--- config.mk ---
export PLATFORM = sky130hd
export DESIGN_NAME = morse_rx_param
export DESIGN_NICKNAME = d
export VERILOG_FILES = /design/src/rtl/morse_rx_param.sv
export SDC_FILE = /design/constraint.sdc
export NUM_CORES = 1
export LEC_CHECK = 0
export BUFFER_PORTS_ARGS = -buffer_cell sky130_fd_sc_hd__buf_2
export CAP_MARGIN = 5
export CORE_ASPECT_RATIO = 1.2
export CORE_MARGIN = 4
export CORE_UTILIZATION = 60
export CTS_CLUSTER_SIZE = 28
export DETAILED_ROUTE_END_ITERATION = 10
export PLACE_DENSITY = 0.83
export SETUP_SLACK_MARGIN = 0.4
export SLEW_MARGIN = 20
export SYNTH_ARGS = -nofsm -noshare
export SYNTH_HDL_FRONTEND = slang
export SYNTH_SLANG_ARGS = --single-unit
--- constraint.sdc ---
create_clock -name wiCLK -period 5.69 [get_ports wiCLK]
set_input_delay 0.569 -clock wiCLK [delete_from_list [all_inputs] [get_ports wiCLK]]
set_output_delay 0.569 -clock wiCLK [all_outputs]
set_load 0.02 [all_outputs]
--- src/rtl/morse_rx_param.sv ---
// Morse receiver: debounced keys build a dot/dash group that decodes to a 6-bit
// character code (A-Z = 0..25, digits = 26..35, 63 = invalid) kept in a short history.
module morse_rx_param #(
  parameter int DEBOUNCE   = 4,
  parameter int HIST_DEPTH = 4,
  parameter int TICK_W     = 8,
  parameter int DASH_TICKS = 3,
  parameter int GAP_TICKS  = 7
) (
  input  logic                    wiCLK,
  input  logic                    wrst,
  input  logic [3:0]              wKEY,
  input  logic                    wMode,
  input  logic                    wTick,
  input  logic                    wSW,
  output logic [6*HIST_DEPTH-1:0] wHist,
  output logic [5:0]              wLast,
  output logic                    wValid,
  output logic [4:0]              wStack,
  output logic [2:0]              wCount,
  output logic                    wOvf
);

  localparam logic [TICK_W-1:0] DASH_T  = TICK_W'(DASH_TICKS);
  localparam logic [TICK_W-1:0] GAP_END = TICK_W'(GAP_TICKS - 1);

  logic [3:0][DEBOUNCE-1:0]   sh_q;
  logic [3:0]                 deb_q, prev_q, armed_q;
  logic                       mode_q;
  logic [4:0]                 stack_q, stack_d;
  logic [2:0]                 count_q, count_d;
  logic                       ovf_q, ovf_d;
  logic [TICK_W-1:0]          press_cnt_q, press_cnt_d;
  logic [TICK_W-1:0]          gap_q, gap_d;
  logic [HIST_DEPTH-1:0][5:0] hist_q, hist_d;
  logic [5:0]                 last_q, last_d;
  logic                       valid_q;

  logic [3:0] press;
  logic       rel0, mode_chg, confirm, push, sym, gap_run;
  logic [5:0] code;

  function automatic logic [5:0] decode(input logic [4:0] s, input logic [2:0] n,
                                        input logic ovf);
    logic [5:0] c;
    c = 6'd63;
    if (!ovf) begin
      case (n)
        3'd1: c = s[0] ? 6'd19 : 6'd4;
        3'd2: case (s[1:0])
          2'b00: c = 6'd8;  2'b01: c = 6'd0;
          2'b10: c = 6'd13; default: c = 6'd12;
        endcase
        3'd3: case (s[2:0])
          3'b000: c = 6'd18; 3'b001: c = 6'd20; 3'b010: c = 6'd17; 3'b011: c = 6'd22;
          3'b100: c = 6'd3;  3'b101: c = 6'd10; 3'b110: c = 6'd6;  default: c = 6'd14;
        endcase
        3'd4: case (s[3:0])
          4'b0000: c = 6'd7;  4'b0001: c = 6'd21; 4'b0010: c = 6'd5;
          4'b0100: c = 6'd11; 4'b0110: c = 6'd15; 4'b0111: c = 6'd9;
          4'b1000: c = 6'd1;  4'b1001: c = 6'd23; 4'b1010: c = 6'd2;
          4'b1011: c = 6'd24; 4'b1100: c = 6'd25; 4'b1101: c = 6'd16;
          default: c = 6'd63;
        endcase
        3'd5: case (s)
          5'b11111: c = 6'd26; 5'b01111: c = 6'd27; 5'b00111: c = 6'd28;
          5'b00011: c = 6'd29; 5'b00001: c = 6'd30; 5'b00000: c = 6'd31;
          5'b10000: c = 6'd32; 5'b11000: c = 6'd33; 5'b11100: c = 6'd34;
          5'b11110: c = 6'd35;
          default:  c = 6'd63;
        endcase
        default: c = 6'd63;
      endcase
    end
    return c;
  endfunction

  // A key only produces edges once it has been seen released after reset,
  // so a key held through reset stays silent until re-pressed.
  assign press    = armed_q & ~deb_q & prev_q;
  assign rel0     = armed_q[0] & deb_q[0] & ~prev_q[0];
  assign mode_chg = wMode != mode_q;
  assign code     = decode(stack_q, count_q, ovf_q);
  assign gap_run  = deb_q[0] && (count_q != 3'd0 || ovf_q);

  always_comb begin
    stack_d     = stack_q;
    count_d     = count_q;
    ovf_d       = ovf_q;
    press_cnt_d = press_cnt_q;
    gap_d       = gap_q;
    confirm     = 1'b0;
    push        = 1'b0;
    sym         = 1'b0;
    if (mode_chg) begin
      stack_d     = '0;
      count_d     = '0;
      ovf_d       = 1'b0;
      press_cnt_d = '0;
      gap_d       = '0;
    end else if (!wMode) begin
      if (press[2]) begin
        stack_d = '0;
        count_d = '0;
        ovf_d   = 1'b0;
      end else if (press[3]) begin
        confirm = count_q != 3'd0;
      end else if (press[0]) begin
        push = 1'b1;
      end else if (press[1]) begin
        push = 1'b1;
        sym  = 1'b1;
      end
    end else begin
      if (!deb_q[0]) begin
        gap_d = '0;
        if (wTick && press_cnt_q != '1) press_cnt_d = press_cnt_q + TICK_W'(1);
      end else if (gap_run && wTick) begin
        gap_d = gap_q + TICK_W'(1);
      end
      if (rel0) press_cnt_d = '0;
      if (press[2]) begin
        stack_d = '0;
        count_d = '0;
        ovf_d   = 1'b0;
        gap_d   = '0;
      end else if (gap_run && wTick && gap_q == GAP_END) begin
        confirm = 1'b1;
        gap_d   = '0;
      end else if (rel0) begin
        push = 1'b1;
        sym  = press_cnt_q >= DASH_T;
      end
    end
    if (confirm) begin
      stack_d = '0;
      count_d = '0;
      ovf_d   = 1'b0;
    end
    if (push) begin
      if (count_q == 3'd5) begin
        ovf_d = 1'b1;
      end else begin
        stack_d = {stack_q[3:0], sym};
        count_d = count_q + 3'd1;
      end
    end
  end

  always_comb begin
    hist_d = hist_q;
    last_d = last_q;
    if (confirm) begin
      for (int i = HIST_DEPTH - 1; i > 0; i--) hist_d[i] = hist_q[i-1];
      hist_d[0] = code;
      last_d    = code;
    end
    if (wSW) hist_d = '1;
  end

  always_ff @(posedge wiCLK or negedge wrst) begin
    if (!wrst) begin
      sh_q        <= '1;
      deb_q       <= '1;
      prev_q      <= '1;
      armed_q     <= '0;
      mode_q      <= 1'b0;
      stack_q     <= '0;
      count_q     <= '0;
      ovf_q       <= 1'b0;
      press_cnt_q <= '0;
      gap_q       <= '0;
      hist_q      <= '1;
      last_q      <= 6'd63;
      valid_q     <= 1'b0;
    end else begin
      for (int k = 0; k < 4; k++) begin
        sh_q[k] <= {sh_q[k][DEBOUNCE-2:0], wKEY[k]};
        if (&sh_q[k])       deb_q[k] <= 1'b1;
        else if (~|sh_q[k]) deb_q[k] <= 1'b0;
        if (deb_q[k] && wKEY[k]) armed_q[k] <= 1'b1;
      end
      prev_q      <= deb_q;
      mode_q      <= wMode;
      stack_q     <= stack_d;
      count_q     <= count_d;
      ovf_q       <= ovf_d;
      press_cnt_q <= press_cnt_d;
      gap_q       <= gap_d;
      hist_q      <= hist_d;
      last_q      <= last_d;
      valid_q     <= confirm;
    end
  end

  assign wHist  = hist_q;
  assign wLast  = last_q;
  assign wValid = valid_q;
  assign wStack = stack_q;
  assign wCount = count_q;
  assign wOvf   = ovf_q;

endmodule

Word-level counts from Yosys, hierarchy flattened
Memories as Yosys holds them, arrays and structs flattened.
Index checks and enable logic that the tools add are counted.
- $add $sub $neg: 3
- order comparisons: 1
- equality and inequality tests: 22
- multiplexer cells: 64
- bitwise logic cells: 6
- reductions and logical operators: 25
- operator list (operator ; number):
    $mux W8 ; 11
    $mux W24 ; 2
    $mux W1 ; 36
    $pmux W5 S7 ; 1
    $mux W5 ; 6
    $pmux W6 S5 ; 1
    $add A8 B1 Y8 const B ; 2
    $reduce_and A4 Y1 ; 4
    $reduce_or A4 Y1 ; 4
    $eq A3 B3 Y1 const B ; 5
    $mux W3 ; 5
    $eq A3 B2 Y1 const B ; 4
    $pmux W4 S3 ; 1
    $and A4 B4 Y4 ; 2
    $eq A8 B3 Y1 const B ; 1
    $ge A8 B2 Y1 const B ; 1
    $logic_and A1 B1 Y1 ; 8
    $ne A2 B2 Y1 const B ; 4
    $ne A8 B8 Y1 const B ; 1
    $eq A3 B1 Y1 const B ; 2
    $mux W6 ; 1
    $reduce_bool A3 Y1 ; 2
    $ne A5 B1 Y1 const B ; 1
    $not A4 Y4 ; 1
    13 further kinds ; 15
- register bits after elaboration: 85
- memory bits (read-only): 288
- bits of input ports: 9
- output and inout port bits: 40
- memories kept: 2
- memories (memory ; depth ; width ; rd ports ; clocked after memory_dff ; write ports ; line ; text):
    (name not given) ; 32 ; 6 ; 1 ; 0 ; 0 ; 65 ; 3'd5: case (s)
    (name not given) ; 16 ; 6 ; 1 ; 0 ; 0 ; 58 ; 3'd4: case (s[3:0])

Logic depth before layout (Yosys ltp)
- word-level depth: 12
- gate-level depth with buffers: 9
- depth with buffers taken out: 8

Worst setup path after synthesis
OpenSTA, ideal clock, no wires.
- kind: register to register
- start: register deb_q[0]
- end: register hist_q (netlist bit wHist[3])
- setup time: 86 ps
- arrival: 2244 ps
- path slack: 3360 ps
- cell stages (with the launch flop): 8
- clock period less this slack: 2330 ps
- cells stage by stage: dfstp_2 > buf_4 > or4b_1 > or4_1 > a21bo_4 > buf_6 > nor3_4 > a31oi_1
- word-level cells in the longest chain between the ends: 8
- ends and longest elaborated chain (what ; line ; text):
    start: declaration ; 28 ; logic [3:0] deb_q, prev_q, armed_q;
    start signal: assignment ; 164 ; deb_q <= '1;
    start signal: indexed assignment ; 179 ; if (&sh_q[k]) deb_q[k] <= 1'b1;
    start signal: indexed assignment ; 180 ; else if (~|sh_q[k]) deb_q[k] <= 1'b0;
    $logic_and A1 B1 Y1 ; 84 ; assign gap_run = deb_q[0] && (count_q != 3'd0 || ovf_q);
    $logic_and A1 B1 Y1 (2 in series) ; 127 ; end else if (gap_run && wTick && gap_q == GAP_END) begin
    $mux W1 ; 127 ;
    $mux W1 ; 122 ; if (press[2]) begin
    $mux W1 ; 101 ; end else if (!wMode) begin
    $mux W1 ; 95 ; if (mode_chg) begin
    $reduce_bool A2 Y1 (no source line) ; -- ;
    end signal: assignment ; 190 ; hist_q <= hist_d;
    end: declaration ; 35 ; logic [HIST_DEPTH-1:0][5:0] hist_q, hist_d;
Every way passes these cells.
A chain may end at the register's enable or synchronous reset.

Worst setup path after layout
- start: register gap_q[0]
- end: register hist_q (netlist bit wHist[3])
- word-level cells in the longest chain between the ends: 7
- ends and longest elaborated chain (what ; line ; text):
    start: declaration ; 34 ; logic [TICK_W-1:0] gap_q, gap_d;
    start signal: assignment ; 189 ; gap_q <= gap_d;
    $eq A8 B3 Y1 ; 127 ;
    $logic_and A1 B1 Y1 ; 127 ;
    $mux W1 ; 127 ;
    $mux W1 ; 122 ;
    $mux W1 ; 101 ;
    $mux W1 ; 95 ;
    $reduce_bool A2 Y1 (no source line) ; -- ;
Every way passes these cells.

==> run_results.csv <==
group,metric,value,unit
routing,routed_via_density,5.94,
finish,layout-drive-gt1-share,29.6,%
clock_network,cts_tree,"done",
status,outcome,"finished, final reports clean",
die,dieHeight,99.4,um
timing,finalCritPeriodShare,47.7,%
power_and_ir_drop,p_sw,0.324,mW
clock_network,cts_resized,0,
die,io_pins,49,
setup_path,crit_fanout,31,
clock_network,post_cts_buffers,0,
routing,wirelength,8530,um
timing,max-slew-margin-rel,47.7,%
synthesis,ys_types,54,
die,dieArea,8360,um2
setup_path,reg2reg_to,"wHist[3]$_DFFE_PN1P_",
placed_design,portBuffers,48,
finish,seqCellArea,2190,um2
timing,worstMarginPinSlew,0.778,ns
global_routing,grt_pass1_wl,14300,um
setup_path,start_kind,"flop",
placed_design,dp_cells,538,
clock_network,clk_pin_slew,0.10,ns
setup_path,setup.worst_path.class,"reg -> reg",
finish,areaGrowthSynthToFinish,11.7,%
routing,postRouteAntennaNets,0,
power_and_ir_drop,ir_drop,0.000262,V
synthesis,synth-edff-count,0,
placed_design,post-dp-hpwl,5880,um
die,start_util,61.2,%
global_routing,antenna_found_initial,0,
clock_network,htreeDepth,3,
timing,setup_viol_count_final,0,
clock_network,cts_num_sinks,85,
timing,rsz0062_at_grt,"no",
synthesis,yosys_warnings,0,
timing,hold_violations,0,
power_and_ir_drop,clock_power_share,38.6,%
hold_path,min_path_type,"in -> async",
synthesis,yosysMostFrequentCell,"nand2_1",
synthesis,netlist_instances,419,
synthesis,ys_ff_latch,85,
setup_path,cpMaxStageDelayCell,"or4_1",
power_and_ir_drop,p_per_area,269,nW/um2
setup_path,startpoint,"gap_q[0]$_DFFE_PN0P_",
timing,max_freq,369,MHz
routing,drt_iter0_markers,132,
synthesis,synth_area_leaders,"dfstp_2 34%, dfrtp_1 19%, nand2_1 5.5%",
global_routing,grt_pass1_vias,3008,
power_and_ir_drop,p_int,0.932,mW
clock_network,clock_path_buffers,2,
synthesis,syn-num-nets,443,
die,row_count,33,
power_and_ir_drop,total_power,1.26,mW
power_and_ir_drop,swShare,25.8,%
synthesis,synthTopCellsByCount,"61 x nand2_1, 54 x dfstp_2, 34 x nand3_1",
setup_path,cp.arrival,3.00,ns
clock_network,hold_buffers,0,
finish,multiInputGateArea,1820,um2
power_and_ir_drop,power.leakage,1.94,nW
global_routing,grt_overflow,0,
routing,drc,0,
global_routing,grt_max_degree,86,
clock_network,clk_latency,0.36,ns
setup_path,cp-endpoint,"wHist[3]$_DFFE_PN1P_",
routing,first_pass_iters,5,
finish,num-nets-final,486,
global_routing,track_usage,21.0,%
routing,wl_per_cell,15.4,um
synthesis,synth.avg_cell_area,9.96,um2
die,die_w,84.1,um
flow_run,drv_cap,0,
synthesis,async_flop_share,100,%
power_and_ir_drop,combPwrFrac,8.9,%
setup_path,r2r_setup_slack,2.98,ns
routing,vias,3293,
placed_design,dp_slack,2.99,ns
setup_path,path_cells,"inv_1, ha_1, or4bb_1, or4_1, a21bo_4, inv_2, nor3_1, a31oi_1",
finish,n_fill_cell,545,
finish,layout.cells.non_filler,554,
timing,drv_slew,0,
setup_path,end_kind,"flop",
synthesis,yosysTopAreaCellShare,34.0,%
synthesis,synth_seq_area_share,52.6,%
timing,final.setup_skew,0.0152,ns
timing,finalCriticalPeriod,2.71,ns
setup_path,worst-endpoint-required,5.98,ns
setup_path,slowest_delay,0.54,ns
timing,tns,0,ns
placed_design,place_congestion,0.860,
finish,diodes,0,
power_and_ir_drop,p_seq_share,52.5,%
synthesis,synthesis.area,4170,um2
clock_network,cts_root_buffer,"clkbuf_8",
synthesis,synth_ff_type,"dfstp_2",
setup_path,r2r.worst_path.cells,8,
synthesis,yosys.area.top_type,"dfstp_2",
timing,worst_slack,2.98,ns
die,core,6810,um2
clock_network,cts_buffers,9,
setup_path,timing.rr.start,"gap_q[0]$_DFFE_PN0P_",
kinds of logic (layout without fill, tap and decap cells):
group | count (synthesis) | count (layout) | synth area share, %
AND/OR/NAND/NOR | 183 | 183 | 22.5
flip-flops | 85 | 85 | 52.6
adder cells (fa/ha/maj) | 15 | 15 | 4.50
multiplexers | 1 | 1 | 0.270
XOR/XNOR | 2 | 2 | 0.420
buffers and inverters | 33 | 81 | 3.78
AO/OA/AOI/OAI | 100 | 100 | 15.9
power groups by stage:
stage               registers, mW  clock network [mW]  logic (mW)
CTS                         0.659               0.495       0.112
detailed placement          0.669                   0       0.111
global placement            0.667                   0       0.108
global route                0.664               0.523       0.125
finish                      0.659               0.485       0.112
floorplan                   0.667                   0      0.0726
area by class of cell:
type                            count  share of cell area, %
Clock buffer                        9                   2.66
Clock inverter                      7                   2.23
Inverter                           17                   1.37
Multi-Input combinational cell    301                   39.1
Sequential cell                    85                   47.1
Tap cell                           87                   2.33
Timing Repair Buffer               48                   5.29
cell usage in the layout (no fill, tap or decap), drive strengths merged, types with 5 or more instances in the layout:
cell type   n
nand3      34
o21ai      20
dfrtp      31
nand2      61
nor4        7
nand2b     14
a21oi      25
dfstp      54
nor3        5
clkbuf      9
o21a        5
a31oi       7
or2         7
nor2       30
buf        48
ha         15
and3        5
inv        20
worst min path at each step:
| stage | from | end | cells past startpoint | slack, ns |
|---|---|---|---|---|
| final | wrst | wValid$_DFF_PN0_ | 1 | 0.24 |
| after global routing | wrst | wValid$_DFF_PN0_ | 1 | 0.29 |
| after CTS | wKEY[3] | sh_q[12]$_DFF_PN1_ | 1 | 0.30 |
| after detailed placement | sh_q[13]$_DFF_PN1_ | sh_q[14]$_DFF_PN1_ | 0 | 0.36 |
| after global placement | sh_q[5]$_DFF_PN1_ | sh_q[6]$_DFF_PN1_ | 0 | 0.36 |
| after floorplan | wrst | armed_q[0]$_DFFE_PN0P_ | 0 | 0.27 |
flip-flops by register name, indices dropped and copies added (netlist names):
register,flops
wValid,1
wCount,3
wHist,24
wStack,5
sh_q,16
armed_q,4
prev_q,4
deb_q,4
mode_q,1
wOvf,1
wLast,6
gap_q,8
press_cnt_q,8
worst max-delay path, delay by kind of cell (launching register included):
family,cells,cell delay (ns)
AO/OA/AOI/OAI,2,0.50
buffers and inverters,2,0.47
adder cells (fa/ha/maj),1,0.12
AND/OR/NAND/NOR,3,1.12
flip-flops,1,0.43
through the flow:
stage	util [%]	instance area, um2	hold slack, ns
after floorplan	-	4170	0.273
after global placement	65.0	4430	0.356
after detailed placement	65.0	4430	0.356
after CTS	68.4	4660	0.302
after global routing	68.4	4660	0.294
final	68.4	4660	0.243
per-layer routing:
layer  routed length, um  global-route usage, %  up-vias
met5                   0                      0        -
met4                 155                   7.43        0
met3                 421                   4.56       13
met2                4310                   34.7       85
met1                3640                   27.4     1612
li1                    -                      -     1583
No activity file was read; power rests on OpenSTA's default activity.
